File: src/rtl/dac_sample_scheduler_pkg.sv
// rtl/dac_sample_scheduler_pkg.sv - shared constants for the DAC sample path
// Holds the FSM state encoding, the sample width and the default sample
// period, so the scheduler and the DAC transmitter agree on one value.
package dac_sample_scheduler_pkg;

  localparam int SAMPLE_W            = 32;
  localparam int DEFAULT_CLOCK_TICKS = 1000;

  localparam logic [1:0] IDLE   = 2'd0;
  localparam logic [1:0] WAIT   = 2'd1;
  localparam logic [1:0] COMMIT = 2'd2;

  typedef logic signed [SAMPLE_W-1:0] sample_t;

endpackage

File: src/rtl/dac_sample_scheduler_if.sv
// rtl/dac_sample_scheduler_if.sv - engine/DAC side signals of the sample scheduler
// Ports (slave = scheduler view):
//   i_Mute, i_Odd_Valid/i_Odd_Data, i_Even_Valid/i_Even_Data   : in
//   o_Sample_Start, o_Busy, o_Data_Odd, o_Data_Even,
//   o_Sample_Ready, o_Underrun_Count                           : out
// The master modport is the engine/DAC view of the same bundle.
interface dac_sample_scheduler_if #(
  parameter int UNDERRUN_W = 8
);
  import dac_sample_scheduler_pkg::*;

  logic                  i_Mute;
  logic                  i_Odd_Valid;
  sample_t               i_Odd_Data;
  logic                  i_Even_Valid;
  sample_t               i_Even_Data;
  logic                  o_Sample_Start;
  logic                  o_Busy;
  sample_t               o_Data_Odd;
  sample_t               o_Data_Even;
  logic                  o_Sample_Ready;
  logic [UNDERRUN_W-1:0] o_Underrun_Count;

  modport slave (
    input  i_Mute, i_Odd_Valid, i_Odd_Data, i_Even_Valid, i_Even_Data,
    output o_Sample_Start, o_Busy, o_Data_Odd, o_Data_Even,
           o_Sample_Ready, o_Underrun_Count
  );

  modport master (
    output i_Mute, i_Odd_Valid, i_Odd_Data, i_Even_Valid, i_Even_Data,
    input  o_Sample_Start, o_Busy, o_Data_Odd, o_Data_Even,
           o_Sample_Ready, o_Underrun_Count
  );

endinterface

File: src/rtl/sample_rate_ticker.sv
// rtl/sample_rate_ticker.sv - free-running sample period counter
// Ports:
//   i_Clock, i_Reset (sync, active-high)
//   o_Tick : high during the last cycle of each CLOCK_TICKS period
module sample_rate_ticker
  import dac_sample_scheduler_pkg::*;
#(
  parameter int CLOCK_TICKS = DEFAULT_CLOCK_TICKS
) (
  input  logic i_Clock,
  input  logic i_Reset,
  output logic o_Tick
);

  localparam int               CNT_W = $clog2(CLOCK_TICKS);
  localparam logic [CNT_W-1:0] LAST  = CNT_W'(CLOCK_TICKS - 1);

  logic [CNT_W-1:0] Tick_Counter;

  always_ff @(posedge i_Clock) begin
    if (i_Reset) begin
      Tick_Counter <= '0;
    end else if (Tick_Counter == LAST) begin
      Tick_Counter <= '0;
    end else begin
      Tick_Counter <= Tick_Counter + CNT_W'(1);
    end
  end

  assign o_Tick = (Tick_Counter == LAST);

endmodule

File: src/rtl/dac_sample_scheduler.sv
// rtl/dac_sample_scheduler.sv - paces harmonic engine requests and commits DAC sample pairs
// Ports:
//   i_Clock, i_Reset (sync, active-high)
//   bus (slave)  : mute, odd/even result strobes and data in;
//                  start request, busy, committed pair, ready pulse and
//                  saturating underrun count out
module dac_sample_scheduler
  import dac_sample_scheduler_pkg::*;
#(
  parameter int CLOCK_TICKS = DEFAULT_CLOCK_TICKS,
  parameter int UNDERRUN_W  = 8
) (
  input  logic                  i_Clock,
  input  logic                  i_Reset,
  dac_sample_scheduler_if.slave bus
);

  localparam logic [UNDERRUN_W-1:0] UNDERRUN_MAX = '1;

  logic       tick;
  logic [1:0] state;
  logic       Tick_Pending;
  logic       Got_Odd;
  logic       Got_Even;
  sample_t    Odd_Hold;
  sample_t    Even_Hold;
  logic       have_odd;
  logic       have_even;
  logic       complete;

  sample_rate_ticker #(.CLOCK_TICKS(CLOCK_TICKS)) u_ticker (
    .i_Clock (i_Clock),
    .i_Reset (i_Reset),
    .o_Tick  (tick)
  );

  // A strobe arriving this cycle counts toward completion immediately, so
  // the pair can commit without waiting an extra cycle for the flag.
  assign have_odd  = Got_Odd  | bus.i_Odd_Valid;
  assign have_even = Got_Even | bus.i_Even_Valid;
  assign complete  = have_odd & have_even;

  assign bus.o_Busy = (state == WAIT);

  always_ff @(posedge i_Clock) begin
    if (i_Reset) begin
      state                <= IDLE;
      Tick_Pending         <= 1'b0;
      Got_Odd              <= 1'b0;
      Got_Even             <= 1'b0;
      Odd_Hold             <= '0;
      Even_Hold            <= '0;
      bus.o_Sample_Start   <= 1'b0;
      bus.o_Sample_Ready   <= 1'b0;
      bus.o_Data_Odd       <= '0;
      bus.o_Data_Even      <= '0;
      bus.o_Underrun_Count <= '0;
    end else begin
      bus.o_Sample_Start <= 1'b0;
      bus.o_Sample_Ready <= 1'b0;

      // Remember a tick that could not start a request right away; the
      // branches that do issue a start clear it again below.
      if (tick) begin
        Tick_Pending <= 1'b1;
      end

      case (state)
        IDLE: begin
          if (tick || Tick_Pending) begin
            bus.o_Sample_Start <= 1'b1;
            Tick_Pending       <= 1'b0;
            Got_Odd            <= 1'b0;
            Got_Even           <= 1'b0;
            state              <= WAIT;
          end
        end

        WAIT: begin
          if (bus.i_Odd_Valid) begin
            Odd_Hold <= bus.i_Odd_Data;
          end
          if (bus.i_Even_Valid) begin
            Even_Hold <= bus.i_Even_Data;
          end
          Got_Odd  <= have_odd;
          Got_Even <= have_even;

          if (complete) begin
            // A simultaneous tick stays pending and restarts from IDLE.
            state <= COMMIT;
          end else if (tick) begin
            // Late sample: keep the old pair on the DAC, restart the engine.
            Got_Odd            <= 1'b0;
            Got_Even           <= 1'b0;
            bus.o_Sample_Start <= 1'b1;
            Tick_Pending       <= 1'b0;
            if (bus.o_Underrun_Count != UNDERRUN_MAX) begin
              bus.o_Underrun_Count <= bus.o_Underrun_Count + UNDERRUN_W'(1);
            end
          end
        end

        COMMIT: begin
          bus.o_Data_Odd     <= bus.i_Mute ? '0 : Odd_Hold;
          bus.o_Data_Even    <= bus.i_Mute ? '0 : Even_Hold;
          bus.o_Sample_Ready <= 1'b1;
          state              <= IDLE;
        end

        default: begin
          state <= IDLE;
        end
      endcase
    end
  end

endmodule

File: src/flat_wrapper.sv
// flat-port wrapper written by rule: the top's interface ports become plain ports
module dac_sample_scheduler_flat import dac_sample_scheduler_pkg::*;
#(
  parameter int CLOCK_TICKS = DEFAULT_CLOCK_TICKS,
  parameter int UNDERRUN_W  = 8
)
  (i_Clock, i_Reset, bus_i_Mute, bus_i_Odd_Valid, bus_i_Odd_Data, bus_i_Even_Valid, bus_i_Even_Data, bus_o_Sample_Start, bus_o_Busy, bus_o_Data_Odd, bus_o_Data_Even, bus_o_Sample_Ready, bus_o_Underrun_Count);
  dac_sample_scheduler_if #(.UNDERRUN_W(UNDERRUN_W)) bus_i ();
  input  logic i_Clock;
  input  logic i_Reset;
  input wire logic [$bits(bus_i.i_Mute)-1:0] bus_i_Mute;
  input wire logic [$bits(bus_i.i_Odd_Valid)-1:0] bus_i_Odd_Valid;
  input wire logic [$bits(bus_i.i_Odd_Data)-1:0] bus_i_Odd_Data;
  input wire logic [$bits(bus_i.i_Even_Valid)-1:0] bus_i_Even_Valid;
  input wire logic [$bits(bus_i.i_Even_Data)-1:0] bus_i_Even_Data;
  output wire logic [$bits(bus_i.o_Sample_Start)-1:0] bus_o_Sample_Start;
  output wire logic [$bits(bus_i.o_Busy)-1:0] bus_o_Busy;
  output wire logic [$bits(bus_i.o_Data_Odd)-1:0] bus_o_Data_Odd;
  output wire logic [$bits(bus_i.o_Data_Even)-1:0] bus_o_Data_Even;
  output wire logic [$bits(bus_i.o_Sample_Ready)-1:0] bus_o_Sample_Ready;
  output wire logic [$bits(bus_i.o_Underrun_Count)-1:0] bus_o_Underrun_Count;
  assign bus_i.i_Mute = bus_i_Mute;
  assign bus_i.i_Odd_Valid = bus_i_Odd_Valid;
  assign bus_i.i_Odd_Data = bus_i_Odd_Data;
  assign bus_i.i_Even_Valid = bus_i_Even_Valid;
  assign bus_i.i_Even_Data = bus_i_Even_Data;
  assign bus_o_Sample_Start = bus_i.o_Sample_Start;
  assign bus_o_Busy = bus_i.o_Busy;
  assign bus_o_Data_Odd = bus_i.o_Data_Odd;
  assign bus_o_Data_Even = bus_i.o_Data_Even;
  assign bus_o_Sample_Ready = bus_i.o_Sample_Ready;
  assign bus_o_Underrun_Count = bus_i.o_Underrun_Count;
  dac_sample_scheduler #(.CLOCK_TICKS(CLOCK_TICKS), .UNDERRUN_W(UNDERRUN_W)) u_core (.i_Clock(i_Clock), .i_Reset(i_Reset), .bus(bus_i));
endmodule
File: config.mk
export PLATFORM = sky130hd
export DESIGN_NAME = dac_sample_scheduler_flat
export DESIGN_NICKNAME = d
export VERILOG_FILES = /design/src/rtl/dac_sample_scheduler_pkg.sv /design/src/rtl/dac_sample_scheduler_if.sv /design/src/rtl/sample_rate_ticker.sv /design/src/rtl/dac_sample_scheduler.sv /design/src/flat_wrapper.sv
export SDC_FILE = /design/constraint.sdc
export NUM_CORES = 1
export LEC_CHECK = 0
export ABC_AREA = 1
export CAP_MARGIN = 0
export CORE_MARGIN = 2
export CORE_UTILIZATION = 30
export DETAILED_ROUTE_END_ITERATION = 6
export GPL_TIMING_DRIVEN = 0
export SYNTH_ARGS = -nofsm -noshare
export SYNTH_HDL_FRONTEND = slang
export SYNTH_HIERARCHICAL = 1
export SYNTH_SLANG_ARGS = --single-unit
File: constraint.sdc
create_clock -name i_Clock -period 1.4 [get_ports i_Clock]
set_input_delay 0.21 -clock i_Clock [delete_from_list [all_inputs] [get_ports i_Clock]]
set_output_delay 0.21 -clock i_Clock [all_outputs]
set_load 0.1 [all_outputs]
==> impl_metrics.env, run 1 <==
export IMPL_fmax_mhz=665
export IMPL_timing_hold_ws_ns=0.154
export IMPL_max_cap_violations=0
export IMPL_crit_buf_inv=5
export IMPL_critPathCaptureType="output pin"
export IMPL_num_rows=51
export IMPL_h_tree_depth=4
export IMPL_start_kind="register"
export IMPL_violations="setup timing"
export IMPL_power_switching_share_pct=22.2
export IMPL_grt_overflow=0
export IMPL_tightestPinTransition_ns=0.701
export IMPL_multi_input_area_sq_um=2530
export IMPL_clk_pin_slew_worst_paths_ns=0.06
export IMPL_ios=144
export IMPL_antenna_found_initial=1
export IMPL_drt_iter0_markers=217
export IMPL_dieHeight_microns=144
export IMPL_setup_violations_final=6
export IMPL_drive_gt1_share_pct=26.9
export IMPL_finClkSkew_ns=0.0100
export IMPL_seqCellArea_sq_um=3110
export IMPL_grt_max_degree=17
export IMPL_portBuffers=140
export IMPL_clockBufferDepth=2
export IMPL_hp_class="primary input to register"
export IMPL_cts_root_buffer="clkbuf_16"
export IMPL_crit_chain="inv_4 -> nand2_4 -> inv_4 -> buf_8 -> buf_8 -> buf_12"
export IMPL_die_width_microns=144
export IMPL_fill_cells=1987
export IMPL_clockPowerShare_pct=47.1
export IMPL_fin_crit_ns=1.50
export IMPL_ir_drop_mv=0.762
export IMPL_cts_buffers=17
export IMPL_arrival_ns=1.29
export IMPL_num_vias=5369
export IMPL_place_congestion=0.761
export IMPL_drv_slew=0
export IMPL_core_area_sq_um=19400
export IMPL_hold_viol=0
export IMPL_final_nets=968
export IMPL_ys_warn_count=6
export IMPL_first_pass_iters=4
export IMPL_max_stage_delay_ns=0.36
export IMPL_seq_power_share_pct=48.1
export IMPL_rsz0062_at_grt="true"
export IMPL_syn_inst=718
export IMPL_setup_slack_ns=-0.103
export IMPL_grt_first_pass_wirelength_microns=25800
export IMPL_ant_nets=0
export IMPL_synth_area_sq_um=5890
export IMPL_route_detailed_drc=0
export IMPL_p_per_area_nw_per_um2=1070
export IMPL_power_internal_mw=7.03
export IMPL_grt_pass1_vias=5062
export IMPL_relSlewSlack_pct=53.3
export IMPL_yosysTopAreaCell="dfxtp_1"
export IMPL_grtUsageTotal_pct=16.0
export IMPL_drt_total_wl_microns=16600
export IMPL_ys_ff_latch=153
export IMPL_cts_sinks=153
export IMPL_cts_tree="done"
export IMPL_share_comb_of_total_power_pct=4.8
export IMPL_cp_max_fo=2
export IMPL_leakage_nw=3.09
export IMPL_wire_per_inst_microns=14.2
export IMPL_synthTopCellsByArea="dfxtp_1 52%, nand3_1 10%, a21oi_1 9.6%"
export IMPL_area_growth_syn_to_layout_pct=43.7
export IMPL_status="complete, but fails checks"
export IMPL_worstPathRequired_ns=1.19
export IMPL_initial_core_util_pct=30.4
export IMPL_antenna_cells=0
export IMPL_synth_top_cell_area_share_pct=52.0
export IMPL_vias_per_cell=4.58
export IMPL_fin_crit_sh_pct=107
export IMPL_synth_cell_type_count=27
export IMPL_slowest_stage="dfxtp_2"
export IMPL_yosysSeqAreaShare_pct=52.0
export IMPL_syn_num_nets=789
export IMPL_dieArea_sq_um=20800
export IMPL_crit_family="buffers and inverters"
export IMPL_total_power_mw=9.04
export IMPL_syn_avg_cell_area_sq_um=8.21
export IMPL_switchingPower_mw=2.01
export IMPL_critPathKind="register to output pin"
export IMPL_insertion_delay_ns=0.42
export IMPL_hpwl_microns=11500
metrics by stage:
stage,utilization [%],setup TNS (ns),area (sq um),cells,setup slack (ns)
2_1_floorplan,-,-0.0257,5950,718,-0.0257
3_3_place_gp,39.6,-69.68,7680,1123,-0.828
3_5_place_dp,39.6,-69.82,7680,1123,-0.833
4_1_cts,42.0,-5.54,8150,1162,-0.127
5_1_grt,43.7,-1.77,8470,1173,-0.152
6_report,43.7,-0.286,8470,1173,-0.103
kinds of logic (layout without fill, tap and decap cells):
kind of cell | after synthesis | after routing | share of synthesized area, %
AND/OR/NAND/NOR | 286 | 287 | 21.8
adder cells (fa/ha/maj) | 2 | 2 | 0.424
XOR/XNOR | 8 | 8 | 1.19
flip-flops | 153 | 153 | 52.0
buffers and inverters | 104 | 293 | 7.73
AO/OA/AOI/OAI | 165 | 165 | 16.9
final cells by class:
cell class                 count  area share, %
buffer                        55           4.39
clock buffer                  19           5.23
clock inverter                11           1.20
inverter                      49           2.26
multi-input combinational    462           29.9
sequential                   153           36.7
tap                          265           3.91
timing repair buffer         159           16.5
cell usage after synthesis (all sizes together):
library cell	number
nor2	39
dfxtp	153
o21ai	24
xnor2	3
a311oi	1
a21oi	113
or2	1
clkbuf	22
o21bai	3
ha	2
o31ai	24
nand2	124
buf	33
nor3	1
xor2	5
inv	49
nand3b	1
nand3	120
worst paths after layout:
path                                                            startpoint                                end  slack, ns  cells after the start
worst max-delay path                          u_core/state[1]$_SDFFE_PP0P_                         bus_o_Busy      -0.10                      6
worst min-delay path                                      bus_i_Even_Valid  u_core/Even_Hold[18]$_SDFFE_PP0P_       0.15                      3
worst max register to register  u_core/u_ticker/Tick_Counter[0]$_SDFF_PP0_        u_core/Got_Odd$_SDFFE_PP0P_      -0.07                     10
worst min register to register            u_core/Odd_Hold[31]$_SDFFE_PP0P_   u_core/Odd_Hold[31]$_SDFFE_PP0P_       0.45                      2
what timing repair did:
action | in CTS | in global routing
buffers inserted | 9 | 11
pin swaps | 4 | 12
hold buffers | 0 | 0
gates cloned | 0 | 2
resized for setup | 468 | 82
setup endpoints to repair | 199 | 147
layout by cell type (no fill, tap or decap), types with 6 or more instances in the layout:
cell,instances
dfxtp_1,137
nand2_1,118
nand3_1,113
a21oi_1,107
buf_4,87
clkdlybuf4s50_1,65
inv_1,37
nor2_1,29
o21ai_1,24
o31ai_2,20
clkbuf_16,18
clkbuf_1,16
buf_2,15
clkbuf_4,13
inv_2,9
buf_6,9
dfxtp_4,9
dfxtp_2,7
nor2_2,6
a21oi_2,6
nand3_2,6
sequential cells by signal, indices dropped and copies added, names as in the netlist:
register,count
u_core/Got_Odd,1
u_core/Odd_Hold,32
u_core/state,2
u_core/bus.o_Sample_Start,1
u_core/Even_Hold,32
u_core/u_ticker/Tick_Counter,10
u_core/bus.o_Data_Odd,32
u_core/Tick_Pending,1
u_core/bus.o_Sample_Ready,1
u_core/Got_Even,1
u_core/bus.o_Underrun_Count,8
u_core/bus.o_Data_Even,32
power groups by stage:
| stage | combinational, mW | sequential (mW) | clock, mW |
|---|---|---|---|
| 2_1_floorplan | 0.147 | 4.45 | 0 |
| 3_3_place_gp | 0.407 | 4.45 | 0 |
| 3_5_place_dp | 0.406 | 4.45 | 0 |
| 4_1_cts | 0.421 | 4.35 | 4.39 |
| 5_1_grt | 0.466 | 4.35 | 4.58 |
| 6_report | 0.431 | 4.35 | 4.26 |
per-layer routing:
layer  vias to the layer above  GRT usage (%)  routed length, microns
met5                         -              0                       7
met4                         2           4.34                      66
met3                         6           4.90                     913
met2                       123           25.4                    7800
met1                      2478           21.2                    7830
li1                       2760              -                       -
worst register-to-register path, delay by kind of cell, from the launching register on:
family | cells | cell delay [ns]
simple gates | 5 | 0.54
flops | 1 | 0.33
buf+inv | 3 | 0.25
fa+ha+maj | 1 | 0.16
compound gates | 1 | 0.13
No activity file was read; power rests on OpenSTA's default activity.
==> inputs of run 2 (changes only) <==
--- a/config.mk
+++ b/config.mk
@@ -7,6 +7,7 @@
 export LEC_CHECK = 0
 export ABC_AREA = 1
 export CAP_MARGIN = 0
+export CORE_ASPECT_RATIO = 0.8
 export CORE_MARGIN = 2
 export CORE_UTILIZATION = 30
 export DETAILED_ROUTE_END_ITERATION = 6
==> constraint.sdc (replaced) <==
create_clock -name i_Clock -period 1.4 [get_ports i_Clock]
set_input_delay 0.21 -clock i_Clock [delete_from_list [all_inputs] [get_ports i_Clock]]
set_output_delay 0.21 -clock i_Clock [all_outputs]
set_load 0.05 [all_outputs]
==> run 2 against run 1 <==
Sequential cell count unchanged. Die area is essentially flat. Critical endpoint unchanged. Cell count is 0.77% lower. Largest cell class unchanged. Via count is 0.86% higher. Combinational power about the same. The flow still finishes with violations (setup timing). First-iteration DRC count decreased by 7.4%. Core utilization grew 0.97 points. Critical path depth stayed put.
==> impl_metrics.env, run 2 (synthesized netlist as in run 1, its figures left out) <==
export IMPL_status="complete, but fails checks"
export IMPL_violations="setup timing"
export IMPL_final_util_pct=44.6
export IMPL_arrival_ns=1.30
export IMPL_drv_slew=0
export IMPL_drt_iter0_markers=201
export IMPL_fin_crit_sh_pct=108
export IMPL_wire_per_inst_microns=14.7
export IMPL_rsz0062_at_grt="true"
export IMPL_max_cap_violations=0
export IMPL_route_detailed_drc=0
export IMPL_dieHeight_microns=129
export IMPL_insertion_delay_ns=0.41
export IMPL_fin_crit_ns=1.51
export IMPL_final_cell_mix="141 x dfxtp_1, 116 x nand2_1, 115 x nand3_1, 106 x a21oi_1, 65 x clkdlybuf4s50_1"
export IMPL_worstPathRequired_ns=1.19
export IMPL_ir_drop_mv=0.695
export IMPL_switchingPower_mw=2.03
export IMPL_fmax_mhz=664
export IMPL_critPathCaptureType="output pin"
export IMPL_tightestPinTransition_ns=0.767
export IMPL_hpwl_microns=11800
export IMPL_grt_overflow=0
export IMPL_worst_r2r_startpoint="u_core/u_ticker/Tick_Counter[0]$_SDFF_PP0_"
export IMPL_cts_tree="done"
export IMPL_rrSetupSlack_ns=-0.09
export IMPL_drt_total_wl_microns=17200
export IMPL_clockPowerShare_pct=46.4
export IMPL_portBuffers=140
export IMPL_cts_root_buffer="clkbuf_16"
export IMPL_grtUsageTotal_pct=16.2
export IMPL_vias_per_cell=4.65
export IMPL_num_rows=45
export IMPL_layout_commonest_cell="dfxtp_1"
export IMPL_clockBufferDepth=2
export IMPL_hold_viol=0
export IMPL_ant_nets=0
export IMPL_grt_max_degree=17
export IMPL_place_congestion=0.781
export IMPL_clk_pin_slew_worst_paths_ns=0.06
export IMPL_final_cells=1164
export IMPL_dp_cells=1116
export IMPL_power_internal_mw=6.92
export IMPL_seq_power_share_pct=48.8
export IMPL_drive_gt1_share_pct=26.5
export IMPL_leakage_nw=3.00
export IMPL_hold_path_end="u_core/Even_Hold[19]$_SDFFE_PP0P_"
export IMPL_ios=144
export IMPL_hp_class="primary input to register"
export IMPL_die_width_microns=161
export IMPL_initial_core_util_pct=30.8
export IMPL_first_pass_iters=4
export IMPL_setup_violations_final=10
export IMPL_h_tree_depth=4
export IMPL_max_stage_delay_ns=0.35
export IMPL_tns_ns=-0.488
export IMPL_crit_family="buffers and inverters"
export IMPL_share_comb_of_total_power_pct=4.8
export IMPL_crit_chain="inv_4 -> nand2_4 -> inv_4 -> buf_8 -> buf_8 -> buf_8"
export IMPL_finClkSkew_ns=0.00652
export IMPL_grt_pass1_vias=5085
export IMPL_cp_startpoint="u_core/state[1]$_SDFFE_PP0P_"
export IMPL_antenna_found_initial=0
export IMPL_p_per_area_nw_per_um2=1050
export IMPL_antenna_cells=0
export IMPL_r2r_end="u_core/bus.o_Underrun_Count[4]$_SDFFE_PP0P_"
export IMPL_setup_slack_ns=-0.106
export IMPL_start_kind="register"
export IMPL_core_area_sq_um=19100
export IMPL_critPathMostFrequentCell="buf_8"
export IMPL_relSlewSlack_pct=48.9
export IMPL_min_path_cells=3
export IMPL_r2r_cells=10
export IMPL_final_nets=965
export IMPL_critPathKind="register to output pin"
export IMPL_crit_buf_inv=5
export IMPL_slowest_stage="dfxtp_2"
export IMPL_dieArea_sq_um=20800
export IMPL_hp_start="bus_i_Even_Valid"
export IMPL_cts_hold_buf=0
export IMPL_cp_max_fo=4
export IMPL_num_vias=5415
export IMPL_fill_cells=1929
export IMPL_cts_sinks=153
export IMPL_grt_first_pass_wirelength_microns=26400
export IMPL_area_growth_syn_to_layout_pct=45.0
export IMPL_cts_buffers=17
export IMPL_power_switching_share_pct=22.6
## run 2: cell types whose count changed in the layout (fill, tap and decap cells not counted), moves of 3 or more
| cell | previous run | this run |
|---|---|---|
| clkdlybuf4s18_2 | 0 | 3 |
| nand2_2 | 1 | 5 |
| buf_4 | 87 | 22 |
| clkbuf_4 | 13 | 2 |
| dfxtp_4 | 9 | 3 |
| dfxtp_1 | 137 | 141 |
| buf_2 | 15 | 32 |
| clkdlybuf4s15_2 | 0 | 50 |
| clkbuf_2 | 3 | 7 |
## run 2: worst max-delay path by stage
stage	endpoint	depth (start not counted)
detailed placement	bus_o_Busy	5
finish	bus_o_Busy	6
CTS	bus_o_Busy	6
floorplan	u_core/bus.o_Underrun_Count[4]$_SDFFE_PP0P_	10
global route	u_core/bus.o_Underrun_Count[0]$_SDFFE_PP0P_	10
global placement	bus_o_Busy	5
## run 2: power by group through the flow
stage	Clock [mW]	Sequential, mW	Combinational [mW]
final	4.15	4.36	0.432
after global routing	4.46	4.36	0.469
after CTS	4.27	4.36	0.422
after detailed placement	0	4.46	0.412
after global placement	0	4.46	0.414
after floorplan	0	4.46	0.147
## run 2: stage by stage
| step | setup WS, ns | total power, mW | instance area (sq um) | hold WS [ns] |
|---|---|---|---|---|
| 6_report | -0.106 | 8.95 | 8550 | 0.161 |
| 3_3_place_gp | -0.560 | 4.87 | 7640 | 0.419 |
| 2_1_floorplan | 0.00802 | 4.61 | 5920 | 0.374 |
| 4_1_cts | -0.125 | 9.05 | 8360 | 0.144 |
| 5_1_grt | -0.195 | 9.29 | 8550 | 0.162 |
| 3_5_place_dp | -0.589 | 4.87 | 7640 | 0.425 |
## run 2: final cells by class
| cell class | instances | area, sq um | share of cell area (%) |
|---|---|---|---|
| plain buffers | 54 | 372 | 4.35 |
| clock buffers | 21 | 460 | 5.39 |
| clock inverters | 10 | 71.3 | 0.834 |
| inverters | 49 | 194 | 2.27 |
| multi-input cells | 461 | 2500 | 29.2 |
| flip-flops and latches | 153 | 3090 | 36.1 |
| well taps | 258 | 323 | 3.78 |
| repair buffers | 158 | 1550 | 18.1 |
## run 2: what timing repair did
item                                    CTS  global route
cloned                                    0             2
endpoints found under the setup margin  195           150
pin swaps                                 3            12
setup buffers                             7             9
gates resized for setup                 268           103
## run 2: layer usage
| layer | track usage [%] | vias to the layer above | routed length (microns) |
|---|---|---|---|
| met4 | 3.47 | 0 | 87 |
| met2 | 24.6 | 146 | 7610 |
| li1 | - | 2761 | - |
| met1 | 23.2 | 2503 | 8390 |
| met5 | 0 | - | 0 |
| met3 | 4.42 | 5 | 1080 |
## run 2: worst reg2reg max path: cells and delay by family (launching register included)
family | cells | cell delay (ns)
buf+inv | 2 | 0.14
simple gates | 7 | 0.74
flops | 1 | 0.37
fa+ha+maj | 1 | 0.15
==> inputs of run 3 (changes only) <==
--- a/config.mk
+++ b/config.mk
@@ -11,6 +11,8 @@
 export CORE_MARGIN = 2
 export CORE_UTILIZATION = 30
 export DETAILED_ROUTE_END_ITERATION = 6
+export DONT_BUFFER_PORTS = 1
+export GPL_ROUTABILITY_DRIVEN = 0
 export GPL_TIMING_DRIVEN = 0
 export SYNTH_ARGS = -nofsm -noshare
 export SYNTH_HDL_FRONTEND = slang
==> run 3 against run 2 <==
The flow still finishes with violations (setup timing). Sequential share of layout area up 2.5 points. Global-route usage up 0.19 points. Cell count decreased by 5.9%. Clock skew grew 0.0014 ns. Wire length fell by 0.33%. Sequential power is essentially flat. Clock power is 17% higher. Sequential cell count is the same. Non-clock buffer count shrank 69. Critical path type is now register to register. Critical endpoint is now u_core/bus.o_Underrun_Count[1]$_SDFFE_PP0P_.
==> impl_metrics.env, run 3 (synthesized netlist as in run 1, its figures left out) <==
export IMPL_num_rows=45
export IMPL_final_util_pct=41.7
export IMPL_final_cell_mix="140 x dfxtp_1, 114 x nand3_1, 108 x nand2_1, 104 x a21oi_1, 64 x dlygate4sd3_1"
export IMPL_hold_viol=0
export IMPL_die_width_microns=161
export IMPL_hp_class="primary input to register"
export IMPL_grt_first_pass_wirelength_microns=26700
export IMPL_seqCellArea_sq_um=3090
export IMPL_place_area_sq_um=6240
export IMPL_clockPowerShare_pct=50.6
export IMPL_clockBufferDepth=2
export IMPL_antenna_found_initial=0
export IMPL_cts_sinks=153
export IMPL_num_vias=5202
export IMPL_antenna_cells=0
export IMPL_core_area_sq_um=19100
export IMPL_dp_cells=976
export IMPL_drv_slew=0
export IMPL_grtUsageTotal_pct=16.4
export IMPL_critPathKind="register to register"
export IMPL_dieHeight_microns=129
export IMPL_cts_root_buffer="clkbuf_16"
export IMPL_tns_ns=-0.677
export IMPL_seq_power_share_pct=45.4
export IMPL_first_pass_iters=4
export IMPL_max_stage_delay_ns=0.35
export IMPL_fmax_mhz=662
export IMPL_final_nets=896
export IMPL_ios=144
export IMPL_max_cap_violations=0
export IMPL_h_tree_depth=4
export IMPL_ant_nets=0
export IMPL_final_cell_area_sq_um=7990
export IMPL_worstPathRequired_ns=1.71
export IMPL_insertion_delay_ns=0.42
export IMPL_switchingPower_mw=2.05
export IMPL_total_power_mw=9.62
export IMPL_slowest_stage="dfxtp_2"
export IMPL_grt_overflow=0
export IMPL_status="complete, but fails checks"
export IMPL_cts_buffers=17
export IMPL_tightestPinTransition_ns=0.714
export IMPL_relSlewSlack_pct=52.4
export IMPL_power_internal_mw=7.57
export IMPL_finClkSkew_ns=0.00792
export IMPL_clk_pin_slew_worst_paths_ns=0.06
export IMPL_fill_cells=1945
export IMPL_wire_per_inst_microns=15.6
export IMPL_grt_max_degree=20
export IMPL_final_cells=1095
export IMPL_multi_input_area_sq_um=2540
export IMPL_critPathCaptureType="register"
export IMPL_leakage_nw=2.75
export IMPL_dieArea_sq_um=20800
export IMPL_ir_drop_mv=0.636
export IMPL_fin_crit_ns=1.51
export IMPL_drive_gt1_share_pct=20.3
export IMPL_area_growth_syn_to_layout_pct=35.6
export IMPL_p_per_area_nw_per_um2=1200
export IMPL_share_comb_of_total_power_pct=4.0
export IMPL_hpwl_microns=11400
export IMPL_rsz0062_at_grt="true"
export IMPL_power_switching_share_pct=21.3
export IMPL_fin_crit_sh_pct=108
export IMPL_pre_cts_ws_ns=-0.198
export IMPL_setup_slack_ns=-0.111
export IMPL_violations="setup timing"
export IMPL_layout_commonest_cell="dfxtp_1"
export IMPL_start_kind="register"
export IMPL_arrival_ns=1.83
export IMPL_cp_max_fo=7
export IMPL_cts_tree="done"
export IMPL_portBuffers=0
export IMPL_drt_total_wl_microns=17100
export IMPL_vias_per_cell=4.75
export IMPL_crit_chain="ha_4 -> inv_2 -> nor2_1 -> nand3_1 -> inv_2 -> nand3_4 -> nor2_4 -> nand2_1 -> nand2_1 -> nor2_1"
export IMPL_drt_iter0_markers=315
export IMPL_timing_hold_ws_ns=0.0843
export IMPL_setup_violations_final=11
export IMPL_initial_core_util_pct=30.8
export IMPL_grt_pass1_vias=5029
export IMPL_route_detailed_drc=0
-- run 3: cell count changes in the layout (fill, tap and decap cells not counted), moves of 4 or more --
cell             change
nor2_1               +5
buf_2               -22
nand2_2              +5
buf_8                -4
clkdlybuf4s50_1     -65
nor2_2               -4
bufinv_16            +4
clkdlybuf4s15_2     -50
nand2_1              -8
buf_1                +6
dlygate4sd3_1       +64
-- run 3: power groups by stage --
stage / Sequential (mW) / Combinational, mW / Clock (mW)
after floorplan: 4.46 / 0.147 / 0
after global placement: 4.46 / 0.217 / 0
after detailed placement: 4.46 / 0.217 / 0
after CTS: 4.36 / 0.377 / 4.98
after global routing: 4.36 / 0.424 / 5.19
final: 4.36 / 0.388 / 4.87
-- run 3: layout make-up --
cell class,instances,share of cell area [%]
well taps,258,4.04
clock buffers,21,5.64
multi-input cells,461,31.7
inverters,49,2.36
repair buffers,90,11.4
plain buffers,53,4.09
flip-flops and latches,153,38.6
clock inverters,10,2.10
-- run 3: what timing repair did --
item / 4_1_cts / 5_1_grt
endpoints found under the hold margin: 64 / 0
cloned: 1 / 2
endpoints found under the setup margin: 106 / 73
setup buffers: 12 / 11
resized for setup: 29 / 47
hold buffers: 64 / 0
pin swaps: 11 / 8
-- run 3: final timing paths --
path / end / cells after the start / slack, ns / start
worst min register to register: u_core/Odd_Hold[31]$_SDFFE_PP0P_ / 2 / 0.46 / u_core/Odd_Hold[31]$_SDFFE_PP0P_
worst min-delay path: u_core/u_ticker/Tick_Counter[1]$_SDFF_PP0_ / 3 / 0.08 / i_Reset
worst max-delay path: u_core/bus.o_Underrun_Count[1]$_SDFFE_PP0P_ / 10 / -0.11 / u_core/u_ticker/Tick_Counter[1]$_SDFF_PP0_
worst max register to register: u_core/bus.o_Underrun_Count[1]$_SDFFE_PP0P_ / 10 / -0.11 / u_core/u_ticker/Tick_Counter[1]$_SDFF_PP0_
-- run 3: per-layer routing --
metal	routed length (microns)	GRT usage, %	vias to the layer above	share of wire (%)
met2	7410	25.0	131	43
met1	8360	22.4	2453	49
met5	0	0	-	0
met3	1220	6.05	8	7.2
met4	112	3.47	0	0.65
li1	-	-	2610	-
-- run 3: worst max-delay path: cells and delay by family, from the launching register on --
kind | cells | cell delay (ns)
and+or+nand+nor | 7 | 0.76
DFF | 1 | 0.35
buffers and inverters | 2 | 0.16
adders and majority gates | 1 | 0.14
